### src/rtl/dflow_gen_sequencer_pkg.sv
// Shared types and defaults for the QDR store/replay sequencer.
package dflow_gen_sequencer_pkg;

    localparam int unsigned DFLOW_QDR_ADDR_WIDTH = 19;
    localparam int unsigned DFLOW_LOOP_WIDTH     = 16;
    localparam int unsigned DFLOW_TIMEOUT_WIDTH  = 32;
    localparam int unsigned DFLOW_SW_RST_CYCLES  = 16;

    typedef enum logic [3:0] {
        ST_IDLE       = 4'd0,
        ST_WAIT_CAL   = 4'd1,
        ST_SWRST      = 4'd2,
        ST_STORE      = 4'd3,
        ST_REPLAY     = 4'd4,
        ST_REPLAY_GAP = 4'd5,
        ST_DONE       = 4'd6,
        ST_ERR        = 4'd7
    } dflow_state_t;

    // States in which the watchdog counts down.
    function automatic logic is_watched(dflow_state_t s);
        return (s == ST_WAIT_CAL) || (s == ST_STORE) || (s == ST_REPLAY);
    endfunction

    // States that drive the soft reset to the engines.
    function automatic logic is_swrst_phase(dflow_state_t s);
        return (s == ST_SWRST) || (s == ST_ERR);
    endfunction

endpackage

### src/rtl/dflow_gen_sequencer_phase_timer.sv
// Loadable, clearable down-counter; tc is high while the count sits at zero.
module dflow_phase_timer #(
    parameter int unsigned WIDTH = 8
) (
    input  logic             clk,
    input  logic             rst,
    input  logic             clr,
    input  logic             load,
    input  logic [WIDTH-1:0] load_val,
    input  logic             en,
    output logic             tc
);

    logic [WIDTH-1:0] count;

    // Clear beats load beats decrement; the count holds once it reaches zero.
    always_ff @(posedge clk) begin
        if (rst || clr) begin
            count <= '0;
        end else if (load) begin
            count <= load_val;
        end else if (en && (count != '0)) begin
            count <= count - WIDTH'(1);
        end
    end

    assign tc = (count == '0);

endmodule

### src/rtl/dflow_gen_sequencer.sv
// Sequencer for QDR store/replay: waits for calibration, soft-resets the
// engines, runs an optional store phase and a number of replay passes,
// guarded by a per-phase watchdog and an abort request.
//
// state      | meaning
// IDLE       | waiting for cmd_go
// WAIT_CAL   | waiting for init_calib_complete (watchdog active)
// SWRST      | sw_rst held for SW_RST_CYCLES
// STORE      | start_store held until compelete_store (watchdog active)
// REPLAY     | start_replay held until compelete_replay (watchdog active)
// REPLAY_GAP | one idle cycle so each pass gets a fresh start_replay edge
// DONE       | one-cycle done pulse
// ERR        | error set, sw_rst held for SW_RST_CYCLES, then back to IDLE
module dflow_gen_sequencer
    import dflow_gen_sequencer_pkg::*;
#(
    parameter int unsigned QDR_ADDR_WIDTH = DFLOW_QDR_ADDR_WIDTH,
    parameter int unsigned LOOP_WIDTH     = DFLOW_LOOP_WIDTH,
    parameter int unsigned TIMEOUT_WIDTH  = DFLOW_TIMEOUT_WIDTH,
    parameter int unsigned SW_RST_CYCLES  = DFLOW_SW_RST_CYCLES
) (
    input  logic                      qdr_clk,
    input  logic                      rst,
    input  logic                      cmd_go,
    input  logic                      cmd_abort,
    input  logic                      cfg_store_en,
    input  logic [LOOP_WIDTH-1:0]     cfg_loops,
    input  logic [TIMEOUT_WIDTH-1:0]  cfg_timeout,
    input  logic                      init_calib_complete,
    output logic                      sw_rst,
    output logic                      start_store,
    input  logic                      compelete_store,
    output logic                      start_replay,
    input  logic                      compelete_replay,
    input  logic [QDR_ADDR_WIDTH-1:0] mem_high_store,
    output logic                      busy,
    output logic                      done,
    output logic                      error,
    output logic [3:0]                state_dbg,
    output logic [LOOP_WIDTH-1:0]     loops_done,
    output logic [QDR_ADDR_WIDTH-1:0] mem_high_latched
);

    localparam int unsigned SW_W = (SW_RST_CYCLES > 1) ? $clog2(SW_RST_CYCLES) : 1;

    dflow_state_t state, state_next;

    logic                     store_en_q;
    logic [LOOP_WIDTH-1:0]    loops_q;
    logic [TIMEOUT_WIDTH-1:0] timeout_q;

    logic                     accept_go;
    logic                     entering;
    logic [LOOP_WIDTH-1:0]    eff_loops;
    logic [TIMEOUT_WIDTH-1:0] timeout_src;
    logic                     wd_tc, wd_expired;
    logic                     sw_tc;

    assign accept_go = (state == ST_IDLE) && cmd_go;
    assign entering  = (state_next != state);
    assign eff_loops = (loops_q == '0) ? LOOP_WIDTH'(1) : loops_q;

    // The watchdog is loaded on the same edge that latches the config, so
    // the first load has to come straight from the input.
    assign timeout_src = (state == ST_IDLE) ? cfg_timeout : timeout_q;
    assign wd_expired  = (timeout_q != '0) && wd_tc;

    dflow_phase_timer #(.WIDTH(SW_W)) u_sw_timer (
        .clk      (qdr_clk),
        .rst      (rst),
        .clr      (entering && !is_swrst_phase(state_next)),
        .load     (entering && is_swrst_phase(state_next)),
        .load_val (SW_W'(SW_RST_CYCLES - 1)),
        .en       (is_swrst_phase(state)),
        .tc       (sw_tc)
    );

    dflow_phase_timer #(.WIDTH(TIMEOUT_WIDTH)) u_wd_timer (
        .clk      (qdr_clk),
        .rst      (rst),
        .clr      (entering && !is_watched(state_next)),
        .load     (entering && is_watched(state_next)),
        .load_val (timeout_src - TIMEOUT_WIDTH'(1)),
        .en       (is_watched(state)),
        .tc       (wd_tc)
    );

    // Next-state decode; abort overrides everything outside IDLE and ERR.
    always_comb begin
        state_next = state;
        case (state)
            ST_IDLE:       if (cmd_go) state_next = ST_WAIT_CAL;
            ST_WAIT_CAL: begin
                if (init_calib_complete) state_next = ST_SWRST;
                else if (wd_expired)     state_next = ST_ERR;
            end
            ST_SWRST:      if (sw_tc) state_next = store_en_q ? ST_STORE : ST_REPLAY;
            ST_STORE: begin
                if (compelete_store)     state_next = ST_REPLAY;
                else if (wd_expired)     state_next = ST_ERR;
            end
            ST_REPLAY: begin
                if (compelete_replay)    state_next = ST_REPLAY_GAP;
                else if (wd_expired)     state_next = ST_ERR;
            end
            ST_REPLAY_GAP: state_next = (loops_done < eff_loops) ? ST_REPLAY : ST_DONE;
            ST_DONE:       state_next = ST_IDLE;
            ST_ERR:        if (sw_tc) state_next = ST_IDLE;
            default:       state_next = ST_IDLE;
        endcase
        if (cmd_abort && (state != ST_IDLE) && (state != ST_ERR)) begin
            state_next = ST_ERR;
        end
    end

    // State register and registered control outputs decoded from next state.
    always_ff @(posedge qdr_clk) begin
        if (rst) begin
            state        <= ST_IDLE;
            busy         <= 1'b0;
            done         <= 1'b0;
            sw_rst       <= 1'b0;
            start_store  <= 1'b0;
            start_replay <= 1'b0;
            error        <= 1'b0;
        end else begin
            state        <= state_next;
            busy         <= (state_next != ST_IDLE);
            done         <= (state_next == ST_DONE);
            sw_rst       <= is_swrst_phase(state_next);
            start_store  <= (state_next == ST_STORE);
            start_replay <= (state_next == ST_REPLAY);
            if (accept_go) begin
                error <= 1'b0;
            end else if (state_next == ST_ERR) begin
                error <= 1'b1;
            end
        end
    end

    // Config capture, pass counter and store high-water capture.
    always_ff @(posedge qdr_clk) begin
        if (rst) begin
            store_en_q       <= 1'b0;
            loops_q          <= '0;
            timeout_q        <= '0;
            loops_done       <= '0;
            mem_high_latched <= '0;
        end else begin
            if (accept_go) begin
                store_en_q <= cfg_store_en;
                loops_q    <= cfg_loops;
                timeout_q  <= cfg_timeout;
                loops_done <= '0;
            end else if ((state == ST_REPLAY) && (state_next == ST_REPLAY_GAP)
                         && (loops_done != '1)) begin
                loops_done <= loops_done + LOOP_WIDTH'(1);
            end
            // Captured even when an abort lands in the same cycle.
            if ((state == ST_STORE) && compelete_store) begin
                mem_high_latched <= mem_high_store;
            end
        end
    end

    assign state_dbg = state;

endmodule

### config.mk
export PLATFORM = sky130hd
export DESIGN_NAME = dflow_gen_sequencer
export DESIGN_NICKNAME = d
export VERILOG_FILES = /design/src/rtl/dflow_gen_sequencer_pkg.sv /design/src/rtl/dflow_gen_sequencer_phase_timer.sv /design/src/rtl/dflow_gen_sequencer.sv
export SDC_FILE = /design/constraint.sdc
export NUM_CORES = 1
export LEC_CHECK = 0
export BUFFER_PORTS_ARGS = -buffer_cell sky130_fd_sc_hd__buf_2
export CAP_MARGIN = 20
export CORE_AREA = 2 2 215 132
export CTS_BUF_LIST = sky130_fd_sc_hd__clkbuf_4 sky130_fd_sc_hd__clkbuf_8 sky130_fd_sc_hd__clkbuf_16
export CTS_CLUSTER_SIZE = 8
export DETAILED_ROUTE_END_ITERATION = 12
export DIE_AREA = 0 0 217 134
export GPL_TIMING_DRIVEN = 0
export HOLD_SLACK_MARGIN = 0.1
export PLACE_DENSITY = 0.43
export SYNTH_ARGS = -nofsm -noshare
export SYNTH_HDL_FRONTEND = slang
export SYNTH_HIERARCHICAL = 1
export SYNTH_SLANG_ARGS = --single-unit
### constraint.sdc
create_clock -name qdr_clk -period 10.4 [get_ports qdr_clk]
set_clock_uncertainty 0.2 [all_clocks]
set_input_delay 2.08 -clock qdr_clk [delete_from_list [all_inputs] [get_ports qdr_clk]]
set_output_delay 2.08 -clock qdr_clk [all_outputs]
set_load 0.005 [all_outputs]
==> tab_implementation.tex, run 1 <==
\begin{tabular}{lr}
\hline
Metric & Value \\
\hline
\multicolumn{2}{l}{\textbf{Outcome}} \\
Run status & finished, final reports clean \\
\multicolumn{2}{l}{\textbf{Power and ir drop}} \\
Static leakage power & 3.604 nW \\
Final total power & 3.511 mW \\
Peak supply drop & 0.2846 mV \\
Clock share of power & 18.7\% \\
Sequential Power Share & 18.9\% \\
Net switching component of the power & 1.841 mW \\
Power per unit of standard cell area & 359.8 nW/µm² \\
Int Power & 1.670 mW \\
Switching part of the total power & 52.44\% \\
Gate power share & 62.4\% \\
\multicolumn{2}{l}{\textbf{GRT}} \\
Global-route wire length before repair & 46130 µm \\
Antenna violations before repair & 0 \\
Total congestion overflow after global routing & 0 \\
Maximum number of pins on one net before global-route repair & 17 \\
Via count of the first global-routing pass & 7661 \\
All-layer global routing usage & 20.83\% \\
\multicolumn{2}{l}{\textbf{Synth}} \\
Leading cell types by total area after synthesis & sky130\_fd\_sc\_hd\_\_dfxtp\_1 32\%, sky130\_fd\_sc\_hd\_\_nand2\_1 8.0\%, sky130\_fd\_sc\_hd\_\_a21oi\_1 7.0\% \\
Share of synthesized flip-flops with an asynchronous set or reset & 0\% \\
Sequential fraction of the synthesis area & 32.31\% \\
Post-Syn Area & 8054 µm² \\
Largest area contributor in the netlist & sky130\_fd\_sc\_hd\_\_dfxtp\_1 \\
Syn Area/Cell & 7.692 µm² \\
Flip-flop cell with the highest count after synthesis & sky130\_fd\_sc\_hd\_\_dfxtp\_1 \\
Share of the synthesized area in the top cell type & 32.31\% \\
Number of instances in the synthesized netlist & 1047 \\
Netlist cell types & 80 \\
Synth Warn \# & 6 \\
Number of synthesized register bits & 130 \\
Number of enable-type register cells in the synthesized netlist & 0 \\
\multicolumn{2}{l}{\textbf{Hold path}} \\
Class of the tightest hold or removal check & reg -> reg \\
\multicolumn{2}{l}{\textbf{Setup path}} \\
Critical path start-end classification & reg -> reg \\
Setup crit end kind & flip-flop \\
Launching element type of the critical path & flip-flop \\
Depth of the worst register-to-register path & 17 \\
Reg-to-reg slack, setup & 4.34 ns \\
Data arrival time of the critical path & 6.23 ns \\
End point of the critical path & u\_wd\_timer/count[22] \\
Startpoint of the worst-slack reg-to-reg timing path & u\_wd\_timer/count[7] \\
Required time of the critical path & 10.57 ns \\
Source of the critical timing path & u\_wd\_timer/count[7] \\
Biggest fanout along the worst timing path & 10 \\
End of the worst register-to-register path & u\_wd\_timer/count[22] \\
\multicolumn{2}{l}{\textbf{Clock network}} \\
Skew-Pair Late Insertion Delay & 0.45 ns \\
Number of buffers inserted by post-CTS setup repair & 0 \\
CTS-repair resized insts & 0 \\
TritonCTS Buffers & 17 \\
Cts-stage hold buffer count & 0 \\
Clock Pin Slew Worst Setup and Hold Paths & 0.06 ns \\
Clock Sinks & 130 \\
Maximum root-to-sink buffer count & 2 \\
Root Buffer Master & sky130\_fd\_sc\_hd\_\_clkbuf\_16 \\
TritonCTS clock tree & yes \\
H-tree Lvls & 4 \\
\multicolumn{2}{l}{\textbf{Timing}} \\
TNS Setup & 0 ns \\
Count of endpoints failing setup in the final report & 0 \\
Number of hold violations in the final report & 0 \\
Transition time at the pin with the least slew margin & 0.9996 ns \\
Final Critical Period & 6.062 ns \\
Final-layout worst hold slack & 0.2543 ns \\
Achievable Freq & 165.0 MHz \\
Headroom to the max-slew limit & 33.36\% \\
Max Transition Viols Final & 0 \\
Part of the cycle the worst path needs & 58.29\% \\
Setup repair after global routing missed its margin & no \\
\multicolumn{2}{l}{\textbf{Finish}} \\
Fin util & 35.92\% \\
Fillers & 2954 \\
Commonest non-fill, non-tap cells in the layout & 171 x sky130\_fd\_sc\_hd\_\_nand2\_1, 133 x sky130\_fd\_sc\_hd\_\_buf\_2, 130 x sky130\_fd\_sc\_hd\_\_dfxtp\_1 \\
Layout net count & 1283 \\
Commonest non-fill, non-tap cell in the layout & sky130\_fd\_sc\_hd\_\_nand2\_1 \\
Post-route non-filler standard cell count & 1569 \\
Area growth from synthesis to layout & 21.16\% \\
Share of post-route cells with drive strength above 1 & 17.30\% \\
Register cell area after layout & 2603 µm² \\
Ant diodes & 0 \\
Area occupied by multi-input gates & 5039 µm² \\
\multicolumn{2}{l}{\textbf{Floorplan}} \\
Overall die width & 217 µm \\
Die area & 29080 µm² \\
Num rows & 47 \\
Number of primary I/O pins & 120 \\
Die height & 134 µm \\
Initial Utilization & 29.64\% \\
Area inside the core boundary & 27170 µm² \\
\multicolumn{2}{l}{\textbf{Routing}} \\
ANT nets after route & 0 \\
Initial DRC count & 774 \\
DRC violations left & 0 \\
Routed via count divided by cell count & 5.282 \\
Post-detailed-route wirelength per cell & 18.96 µm \\
Total number of vias & 8287 \\
Total wire length & 29740 µm \\
Count of TritonRoute iterations in the first routing pass & 5 \\
\multicolumn{2}{l}{\textbf{Place}} \\
Post-placement cell count & 1537 \\
DP Wirelength & 23210 µm \\
RePlAce Congestion & 0.8558 \\
Number of port buffers & 119 \\
\multicolumn{2}{l}{\textbf{Run}} \\
Number of max-cap violations & 0 \\
\hline
\end{tabular}
[registers in the layout, indices dropped and copies added (netlist names)]
name / count
mem_high_latched: 19
loops_done: 16
sw_rst: 1
busy: 1
state_dbg: 4
error: 1
timeout_q: 32
start_store: 1
store_en_q: 1
loops_q: 16
u_wd_timer/count: 32
start_replay: 1
done: 1
u_sw_timer/count: 4
[Yosys cell counts, drive strengths merged, types with 2 or more instances]
library cell / number
clkbuf: 40
inv: 36
buf: 23
or3: 12
dfxtp: 130
nand3: 19
nor4: 29
nand3b: 9
o31ai: 19
nor2: 63
xnor2: 20
mux2i: 34
o221ai: 3
a22oi: 4
o211ai: 2
nor3: 46
xor2: 23
nor4b: 6
o21bai: 2
o21ai: 43
nand4b: 3
or3b: 3
or2: 3
o311ai: 3
o21a: 4
o31a: 4
nor2b: 7
nand2b: 10
ha: 19
a21o: 6
and3: 9
a21oi: 113
or4: 34
and4: 9
nand2: 171
nand4: 21
a311oi: 5
o311a: 4
nor3b: 3
a31o: 5
a31oi: 27
o41ai: 3
conb: 2
[layout make-up]
cell class,instances,share of cell area (%)
Inverter,37,1.436
Tap cell,367,4.706
Timing Repair Buffer,120,6.180
Clock buffer,19,4.578
Multi-Input combinational cell,820,51.63
Clock inverter,13,1.885
Sequential cell,130,26.67
Buffer,63,2.911
[worst max-delay path: stages, from the launching register on]
cell,delay (ns)
sky130_fd_sc_hd__dfxtp_1,0.35
sky130_fd_sc_hd__or4_4,0.59
sky130_fd_sc_hd__nor3_2,0.50
sky130_fd_sc_hd__nand2_1,0.36
sky130_fd_sc_hd__nor4_1,0.80
sky130_fd_sc_hd__inv_1,0.12
sky130_fd_sc_hd__a31oi_2,0.25
sky130_fd_sc_hd__a221oi_2,0.13
sky130_fd_sc_hd__a21oi_2,0.47
sky130_fd_sc_hd__buf_6,0.22
sky130_fd_sc_hd__o21ai_0,0.12
sky130_fd_sc_hd__nor3b_1,0.17
sky130_fd_sc_hd__buf_4,0.20
sky130_fd_sc_hd__inv_1,0.07
sky130_fd_sc_hd__clkbuf_1,0.45
sky130_fd_sc_hd__clkbuf_1,0.49
sky130_fd_sc_hd__o21ai_0,0.28
sky130_fd_sc_hd__a31oi_1,0.21
[power groups by stage]
stage | combinational (mW) | clock [mW] | sequential, mW
2_1_floorplan | 1.48 | 0 | 0.647
3_3_place_gp | 2.14 | 0 | 0.672
3_5_place_dp | 2.15 | 0 | 0.672
4_1_cts | 2.16 | 0.673 | 0.662
5_1_grt | 2.41 | 0.695 | 0.675
6_report | 2.19 | 0.657 | 0.664
[cell families after synthesis]
logic type,synth area share (%)
flip-flops,32.31
XOR/XNOR,4.676
AND/OR/NAND/NOR,30.09
other,0.09325
AO/OA/AOI/OAI,20.24
multiplexers,4.365
buffers and inverters,5.266
adder cells (fa/ha/maj),2.952
[stage by stage]
stage / setup slack [ns] / area, µm²
after floorplan: 5.438 / 8065
after global placement: 4.103 / 9120
after detailed placement: 4.401 / 9128
after CTS: 4.453 / 9758
after global routing: 3.975 / 9758
final: 4.338 / 9758
[routing by layer]
metal	global-route usage [%]	routed length, µm
met4	5.213	292
met2	26.25	10820
met5	0	0
met1	34.28	16830
met3	4.172	1802
[worst min path at each step]
| stage | from | end | slack [ns] | depth (start not counted) |
|---|---|---|---|---|
| global route | mem_high_latched[14] | mem_high_latched[14] | 0.27 | 2 |
| finish | mem_high_latched[7] | mem_high_latched[7] | 0.25 | 2 |
| CTS | mem_high_latched[5] | mem_high_latched[5] | 0.26 | 2 |
| floorplan | loops_q[0] | loops_q[0] | 0.24 | 2 |
| detailed placement | mem_high_latched[11] | mem_high_latched[11] | 0.25 | 2 |
| global placement | mem_high_latched[11] | mem_high_latched[11] | 0.24 | 2 |
Power figures use the tool's default switching activity.
==> inputs of run 2 (changes only) <==
ABC_AREA = 1   (was unset)
CORE_AREA = 2 2 217 134   (was 2 2 215 132)
DIE_AREA = 0 0 219 136   (was 0 0 217 134)
PLACE_DENSITY = 0.45   (was 0.43)
clock period = 5.5 ns   (was 10.4 ns; I/O delays follow)
==> run 2 against run 1 <==
- sequential cell count stayed put
- via count increased by 2.4%
- sequential share of layout area is 0.37 points lower
- worst setup slack worse by 3.1 ns
- wire length fell by 4.8%
- critical path type is now in -> reg
==> tab_implementation.tex, run 2 <==
\begin{tabular}{lr}
\hline
Metric & Value \\
\hline
\multicolumn{2}{l}{\textbf{Place}} \\
Number of port buffers & 119 \\
RePlAce Congestion & 0.8981 \\
DP Wirelength & 22510 µm \\
\multicolumn{2}{l}{\textbf{Outcome}} \\
Run status & finished, final reports clean \\
\multicolumn{2}{l}{\textbf{Timing}} \\
Headroom to the max-slew limit & 48.74\% \\
Transition time at the pin with the least slew margin & 0.7689 ns \\
Achievable Freq & 235.0 MHz \\
Count of endpoints failing setup in the final report & 0 \\
Max Transition Viols Final & 0 \\
Setup repair after global routing missed its margin & no \\
Final Critical Period & 4.256 ns \\
Number of hold violations in the final report & 0 \\
TNS Setup & 0 ns \\
Part of the cycle the worst path needs & 77.38\% \\
\multicolumn{2}{l}{\textbf{Power and ir drop}} \\
Final total power & 6.166 mW \\
Net switching component of the power & 3.203 mW \\
Sequential Power Share & 19.6\% \\
Switching part of the total power & 51.94\% \\
Peak supply drop & 0.3310 mV \\
Power per unit of standard cell area & 623.1 nW/µm² \\
Static leakage power & 4.881 nW \\
Clock share of power & 18.9\% \\
Int Power & 2.964 mW \\
Gate power share & 61.5\% \\
\multicolumn{2}{l}{\textbf{Floorplan}} \\
Initial Utilization & 29.40\% \\
Num rows & 48 \\
Number of primary I/O pins & 120 \\
Overall die width & 219 µm \\
Die area & 29780 µm² \\
Die height & 136 µm \\
Area inside the core boundary & 27990 µm² \\
\multicolumn{2}{l}{\textbf{Routing}} \\
ANT nets after route & 0 \\
Total wire length & 28310 µm \\
DRC violations left & 0 \\
Routed via count divided by cell count & 4.669 \\
Total number of vias & 8488 \\
Post-detailed-route wirelength per cell & 15.57 µm \\
Count of TritonRoute iterations in the first routing pass & 7 \\
Initial DRC count & 748 \\
\multicolumn{2}{l}{\textbf{Clock network}} \\
Cts-stage hold buffer count & 0 \\
Maximum root-to-sink buffer count & 2 \\
Skew-Pair Late Insertion Delay & 0.45 ns \\
CTS-repair resized insts & 0 \\
Clock Sinks & 130 \\
Clock Pin Slew Worst Setup and Hold Paths & 0.06 ns \\
Number of buffers inserted by post-CTS setup repair & 0 \\
TritonCTS Buffers & 17 \\
H-tree Lvls & 4 \\
Root Buffer Master & sky130\_fd\_sc\_hd\_\_clkbuf\_16 \\
TritonCTS clock tree & yes \\
\multicolumn{2}{l}{\textbf{GRT}} \\
All-layer global routing usage & 19.97\% \\
Total congestion overflow after global routing & 0 \\
Antenna violations before repair & 1 \\
Global-route wire length before repair & 44620 µm \\
Via count of the first global-routing pass & 7642 \\
Maximum number of pins on one net before global-route repair & 17 \\
\multicolumn{2}{l}{\textbf{Setup path}} \\
Data arrival time of the critical path & 4.43 ns \\
Biggest fanout along the worst timing path & 10 \\
Required time of the critical path & 5.67 ns \\
Critical path start-end classification & in -> reg \\
Launching element type of the critical path & primary input \\
Setup crit end kind & flip-flop \\
\multicolumn{2}{l}{\textbf{Synth}} \\
Post-Syn Area & 8229 µm² \\
Number of synthesized register bits & 130 \\
Share of the synthesized area in the top cell type & 31.63\% \\
Leading cell types by total area after synthesis & sky130\_fd\_sc\_hd\_\_dfxtp\_1 32\%, sky130\_fd\_sc\_hd\_\_nand2\_1 13\%, sky130\_fd\_sc\_hd\_\_nor2\_1 10\% \\
Sequential fraction of the synthesis area & 31.63\% \\
Netlist cell types & 49 \\
Share of synthesized flip-flops with an asynchronous set or reset & 0\% \\
Flip-flop cell with the highest count after synthesis & sky130\_fd\_sc\_hd\_\_dfxtp\_1 \\
Number of instances in the synthesized netlist & 1287 \\
Number of enable-type register cells in the synthesized netlist & 0 \\
Synth Warn \# & 6 \\
Largest area contributor in the netlist & sky130\_fd\_sc\_hd\_\_dfxtp\_1 \\
Most repeated cell in the gate-level netlist after synthesis & sky130\_fd\_sc\_hd\_\_nand2\_1 \\
Syn Area/Cell & 6.394 µm² \\
Top cells by count, synth & 276 x sky130\_fd\_sc\_hd\_\_nand2\_1, 230 x sky130\_fd\_sc\_hd\_\_nor2\_1, 150 x sky130\_fd\_sc\_hd\_\_inv\_1, 130 x sky130\_fd\_sc\_hd\_\_dfxtp\_1, 105 x sky130\_fd\_sc\_hd\_\_nand3\_1 \\
\multicolumn{2}{l}{\textbf{Finish}} \\
Commonest non-fill, non-tap cells in the layout & 276 x sky130\_fd\_sc\_hd\_\_nand2\_1, 230 x sky130\_fd\_sc\_hd\_\_nor2\_1, 150 x sky130\_fd\_sc\_hd\_\_inv\_1 \\
Share of post-route cells with drive strength above 1 & 16.44\% \\
Commonest non-fill, non-tap cell in the layout & sky130\_fd\_sc\_hd\_\_nand2\_1 \\
Layout net count & 1523 \\
Leading registers by flop count & timeout\_q (32), u\_wd\_timer/count (32), mem\_high\_latched (19) \\
Area growth from synthesis to layout & 20.27\% \\
\multicolumn{2}{l}{\textbf{Hold path}} \\
Class of the tightest hold or removal check & reg -> reg \\
\multicolumn{2}{l}{\textbf{Run}} \\
Number of max-cap violations & 0 \\
\hline
\end{tabular}
-- run 2: final timing paths --
path,from,end,slack (ns),cells after the start
worst max-delay path,cmd_go,u_wd_timer/count[6],1.24,15
worst min-delay path,error,error,0.24,2
worst max register to register,u_wd_timer/count[0],u_wd_timer/count[6],1.36,21
worst min register to register,error,error,0.24,2
-- run 2: worst max-delay path, cell delays in order --
cell	delay (ns)
sky130_fd_sc_hd__buf_2	0.12
sky130_fd_sc_hd__nand3_2	0.20
sky130_fd_sc_hd__inv_1	0.20
sky130_fd_sc_hd__nor4b_1	0.41
sky130_fd_sc_hd__nand3_1	0.32
sky130_fd_sc_hd__a21oi_1	0.22
sky130_fd_sc_hd__o2111a_1	0.22
sky130_fd_sc_hd__nand2_1	0.10
sky130_fd_sc_hd__nand2_1	0.08
sky130_fd_sc_hd__inv_1	0.05
sky130_fd_sc_hd__clkbuf_1	0.23
sky130_fd_sc_hd__inv_1	0.23
sky130_fd_sc_hd__clkbuf_1	0.51
sky130_fd_sc_hd__o21ai_0	0.23
sky130_fd_sc_hd__nor3_2	0.20
-- run 2: metrics by stage --
stage	std cells	worst slack, ns	utilization (%)	hold WS, ns	cell area, µm²
2_1_floorplan	1290	1.948	-	0.2292	8240
6_report	1818	1.244	35.36	0.2444	9897
3_5_place_dp	1785	0.8422	33.28	0.2405	9313
4_1_cts	1817	1.278	35.35	0.2495	9894
3_3_place_gp	1784	0.5245	33.25	0.2382	9305
5_1_grt	1818	0.8155	35.36	0.2718	9897
-- run 2: power groups by stage --
stage               Clock [mW]  Sequential [mW]  Combinational, mW
floorplan                    0             1.19               2.75
global placement             0             1.22               3.71
detailed placement           0             1.22               3.73
CTS                       1.20             1.20               3.75
global route              1.24             1.23               4.29
finish                    1.17             1.21               3.79
-- run 2: final cells by class --
class | count | area, µm²
Clock inverter | 13 | 135.1
Buffer | 41 | 221.5
Fill cell | 3138 | 18090
Sequential cell | 130 | 2603
Inverter | 164 | 618.1
Timing Repair Buffer | 120 | 603.1
Multi-Input combinational cell | 955 | 4798
Antenna cell | 1 | 2.502
Tap cell | 375 | 469.2
Clock buffer | 19 | 446.7
-- run 2: kinds of logic (layout without fill, tap and decap cells) --
kind of cell | after synthesis | in the layout | share of synthesized area, %
xor+xnor | 40 | 40 | 4.257
flops | 130 | 130 | 31.63
fa+ha+maj | 19 | 19 | 2.889
mux | 2 | 2 | 0.2433
other cells | 2 | 6 | 0.09126
simple gates | 703 | 703 | 38.42
buf+inv | 205 | 357 | 10.20
compound gates | 186 | 186 | 12.27
-- run 2: routing by layer --
metal	wire [µm]	global-route usage (%)	share of wire, %	vias to the layer above
li1	-	-	-	4396
met3	2333	5.168	8.2	18
met2	9586	24.49	34	241
met5	0	0	0	-
met4	291	4.917	1.0	0
met1	16100	32.61	57	3833
==> inputs of run 3 (changes only) <==
PLACE_DENSITY = 0.43   (was 0.45)
clock period = 4.11 ns   (was 5.5 ns; I/O delays follow)
==> run 3 against run 2 <==
- cell area up 0.99%
- combinational power up 38%
- wire length is 1.9% higher
- register-to-register slack worse by 1.0 ns
- critical endpoint is now u_wd_timer/count[26]
- highest routed layer is now met5
==> tab_implementation.tex, run 3 (same netlist as run 2, synthesis figures left out) <==
\begin{tabular}{lr}
\hline
Metric & Value \\
\hline
\multicolumn{2}{l}{\textbf{Routing}} \\
Post-detailed-route wirelength per cell & 15.87 µm \\
Initial DRC count & 616 \\
Total wire length & 28860 µm \\
Total number of vias & 8507 \\
ANT nets after route & 0 \\
Count of TritonRoute iterations in the first routing pass & 4 \\
DRC violations left & 0 \\
Routed via count divided by cell count & 4.677 \\
\multicolumn{2}{l}{\textbf{Clock network}} \\
Clock Pin Slew Worst Setup and Hold Paths & 0.06 ns \\
Maximum root-to-sink buffer count & 2 \\
TritonCTS clock tree & yes \\
Cts-stage hold buffer count & 0 \\
Root Buffer Master & sky130\_fd\_sc\_hd\_\_clkbuf\_16 \\
H-tree Lvls & 4 \\
TritonCTS Buffers & 17 \\
Skew-Pair Late Insertion Delay & 0.45 ns \\
Clock Sinks & 130 \\
\multicolumn{2}{l}{\textbf{Power and ir drop}} \\
Static leakage power & 4.912 nW \\
Peak supply drop & 0.3678 mV \\
Power per unit of standard cell area & 848.3 nW/µm² \\
\multicolumn{2}{l}{\textbf{GRT}} \\
All-layer global routing usage & 20.13\% \\
Maximum number of pins on one net before global-route repair & 17 \\
Antenna violations before repair & 1 \\
Global-route wire length before repair & 44820 µm \\
Total congestion overflow after global routing & 0 \\
Via count of the first global-routing pass & 7740 \\
\multicolumn{2}{l}{\textbf{Timing}} \\
Number of hold violations in the final report & 0 \\
Headroom to the max-slew limit & 45.53\% \\
Transition time at the pin with the least slew margin & 0.8170 ns \\
Setup repair after global routing missed its margin & no \\
Part of the cycle the worst path needs & 91.69\% \\
Final Critical Period & 3.768 ns \\
Count of endpoints failing setup in the final report & 0 \\
Min setup slack post-route & 0.3416 ns \\
Max Transition Viols Final & 0 \\
Achievable Freq & 265.4 MHz \\
Final-layout worst hold slack & 0.2614 ns \\
\multicolumn{2}{l}{\textbf{Setup path}} \\
Biggest fanout along the worst timing path & 8 \\
Depth of the worst register-to-register path & 20 \\
Setup crit end kind & flip-flop \\
End of the worst register-to-register path & u\_wd\_timer/count[26] \\
Critical path start-end classification & reg -> reg \\
Data arrival time of the critical path & 3.96 ns \\
Launching element type of the critical path & flip-flop \\
Reg-to-reg slack, setup & 0.34 ns \\
Startpoint of the worst-slack reg-to-reg timing path & u\_wd\_timer/count[0] \\
Required time of the critical path & 4.30 ns \\
\multicolumn{2}{l}{\textbf{Place}} \\
Number of port buffers & 119 \\
RePlAce Congestion & 0.9317 \\
DP Wirelength & 23040 µm \\
Place WS & -0.2902 ns \\
\multicolumn{2}{l}{\textbf{Finish}} \\
Area growth from synthesis to layout & 21.45\% \\
Fillers & 3117 \\
Fin util & 35.71\% \\
Commonest non-fill, non-tap cells in the layout & 276 x sky130\_fd\_sc\_hd\_\_nand2\_1, 229 x sky130\_fd\_sc\_hd\_\_nor2\_1, 148 x sky130\_fd\_sc\_hd\_\_inv\_1 \\
Layout net count & 1525 \\
Commonest non-fill, non-tap cell in the layout & sky130\_fd\_sc\_hd\_\_nand2\_1 \\
Ant diodes & 0 \\
Leading registers by flop count & timeout\_q (32), u\_wd\_timer/count (32), mem\_high\_latched (19) \\
Share of post-route cells with drive strength above 1 & 17.31\% \\
\multicolumn{2}{l}{\textbf{Outcome}} \\
Run status & finished, final reports clean \\
\multicolumn{2}{l}{\textbf{Run}} \\
Number of max-cap violations & 0 \\
\multicolumn{2}{l}{\textbf{Floorplan}} \\
Number of primary I/O pins & 120 \\
Die area & 29780 µm² \\
Num rows & 48 \\
Overall die width & 219 µm \\
Area inside the core boundary & 27990 µm² \\
Initial Utilization & 29.40\% \\
Die height & 136 µm \\
\multicolumn{2}{l}{\textbf{Hold path}} \\
Class of the tightest hold or removal check & reg -> reg \\
Sink of the worst hold path & error \\
Min-Delay Startpoint & error \\
WHS Path Cells & 2 \\
\hline
\end{tabular}
## run 3: metrics by stage
| step | instance area, µm² | std cells | total power [mW] | setup TNS [ns] |
|---|---|---|---|---|
| floorplan | 8240 | 1290 | 5.278 | 0 |
| global placement | 9305 | 1784 | 6.636 | -6.353 |
| detailed placement | 9313 | 1785 | 6.658 | -3.680 |
| CTS | 9933 | 1816 | 8.348 | 0 |
| global route | 9995 | 1819 | 9.188 | 0 |
| finish | 9995 | 1819 | 8.479 | 0 |
## run 3: worst max path at each step
stage	startpoint	end	slack (ns)	depth (start not counted)
floorplan	cmd_go	u_wd_timer/count[0]	0.84	14
global placement	cmd_go	u_wd_timer/count[19]	-0.56	16
detailed placement	cmd_go	u_wd_timer/count[4]	-0.29	15
CTS	u_wd_timer/count[0]	u_wd_timer/count[26]	0.02	22
global route	u_wd_timer/count[0]	u_wd_timer/count[30]	0.07	20
finish	u_wd_timer/count[0]	u_wd_timer/count[26]	0.34	20
## run 3: worst max-delay path, stage by stage (launching register included)
cell	delay, ns
sky130_fd_sc_hd__dfxtp_1	0.34
sky130_fd_sc_hd__inv_1	0.14
sky130_fd_sc_hd__ha_1	0.27
sky130_fd_sc_hd__nand2_4	0.11
sky130_fd_sc_hd__nor2_8	0.20
sky130_fd_sc_hd__nand2_1	0.09
sky130_fd_sc_hd__nor4_2	0.20
sky130_fd_sc_hd__nand2_1	0.20
sky130_fd_sc_hd__nand2_1	0.09
sky130_fd_sc_hd__nand2_1	0.08
sky130_fd_sc_hd__nand3_1	0.25
sky130_fd_sc_hd__o2111a_1	0.26
sky130_fd_sc_hd__nand2_1	0.10
sky130_fd_sc_hd__nand2_1	0.12
sky130_fd_sc_hd__clkinvlp_4	0.23
sky130_fd_sc_hd__nor3_4	0.35
sky130_fd_sc_hd__buf_4	0.22
sky130_fd_sc_hd__nand2_1	0.08
sky130_fd_sc_hd__nand3_1	0.07
sky130_fd_sc_hd__nand2_1	0.05
sky130_fd_sc_hd__inv_1	0.05
## run 3: timing repair
item / CTS / global route
setup buffers: 0 / 3
resized for setup: 2 / 15
setup endpoints to repair: 31 / 32
## run 3: power by group
part	total, mW	internal, mW	switching, mW
combinational	5.22	1.67	3.55
sequential	1.62	1.44	0.182
clock	1.64	1.00	0.641
## run 3: metal layers
layer  GRT usage (%)  share of wire [%]  wire (µm)
met5               0              0.045         13
met4           4.955               0.78        225
met3           5.168                6.8       1962
met2           24.26                 34       9838
met1           33.21                 58      16820
## run 3: cell type report
type | count | area, µm² | area share [%]
Buffer | 40 | 230.2 | 2.303
Clock buffer | 21 | 467.9 | 4.682
Clock inverter | 11 | 153.9 | 1.540
Inverter | 164 | 621.8 | 6.222
Multi-Input combinational cell | 955 | 4823 | 48.26
Sequential cell | 130 | 2603 | 26.04
Tap cell | 375 | 469.2 | 4.695
Timing Repair Buffer | 123 | 625.6 | 6.259
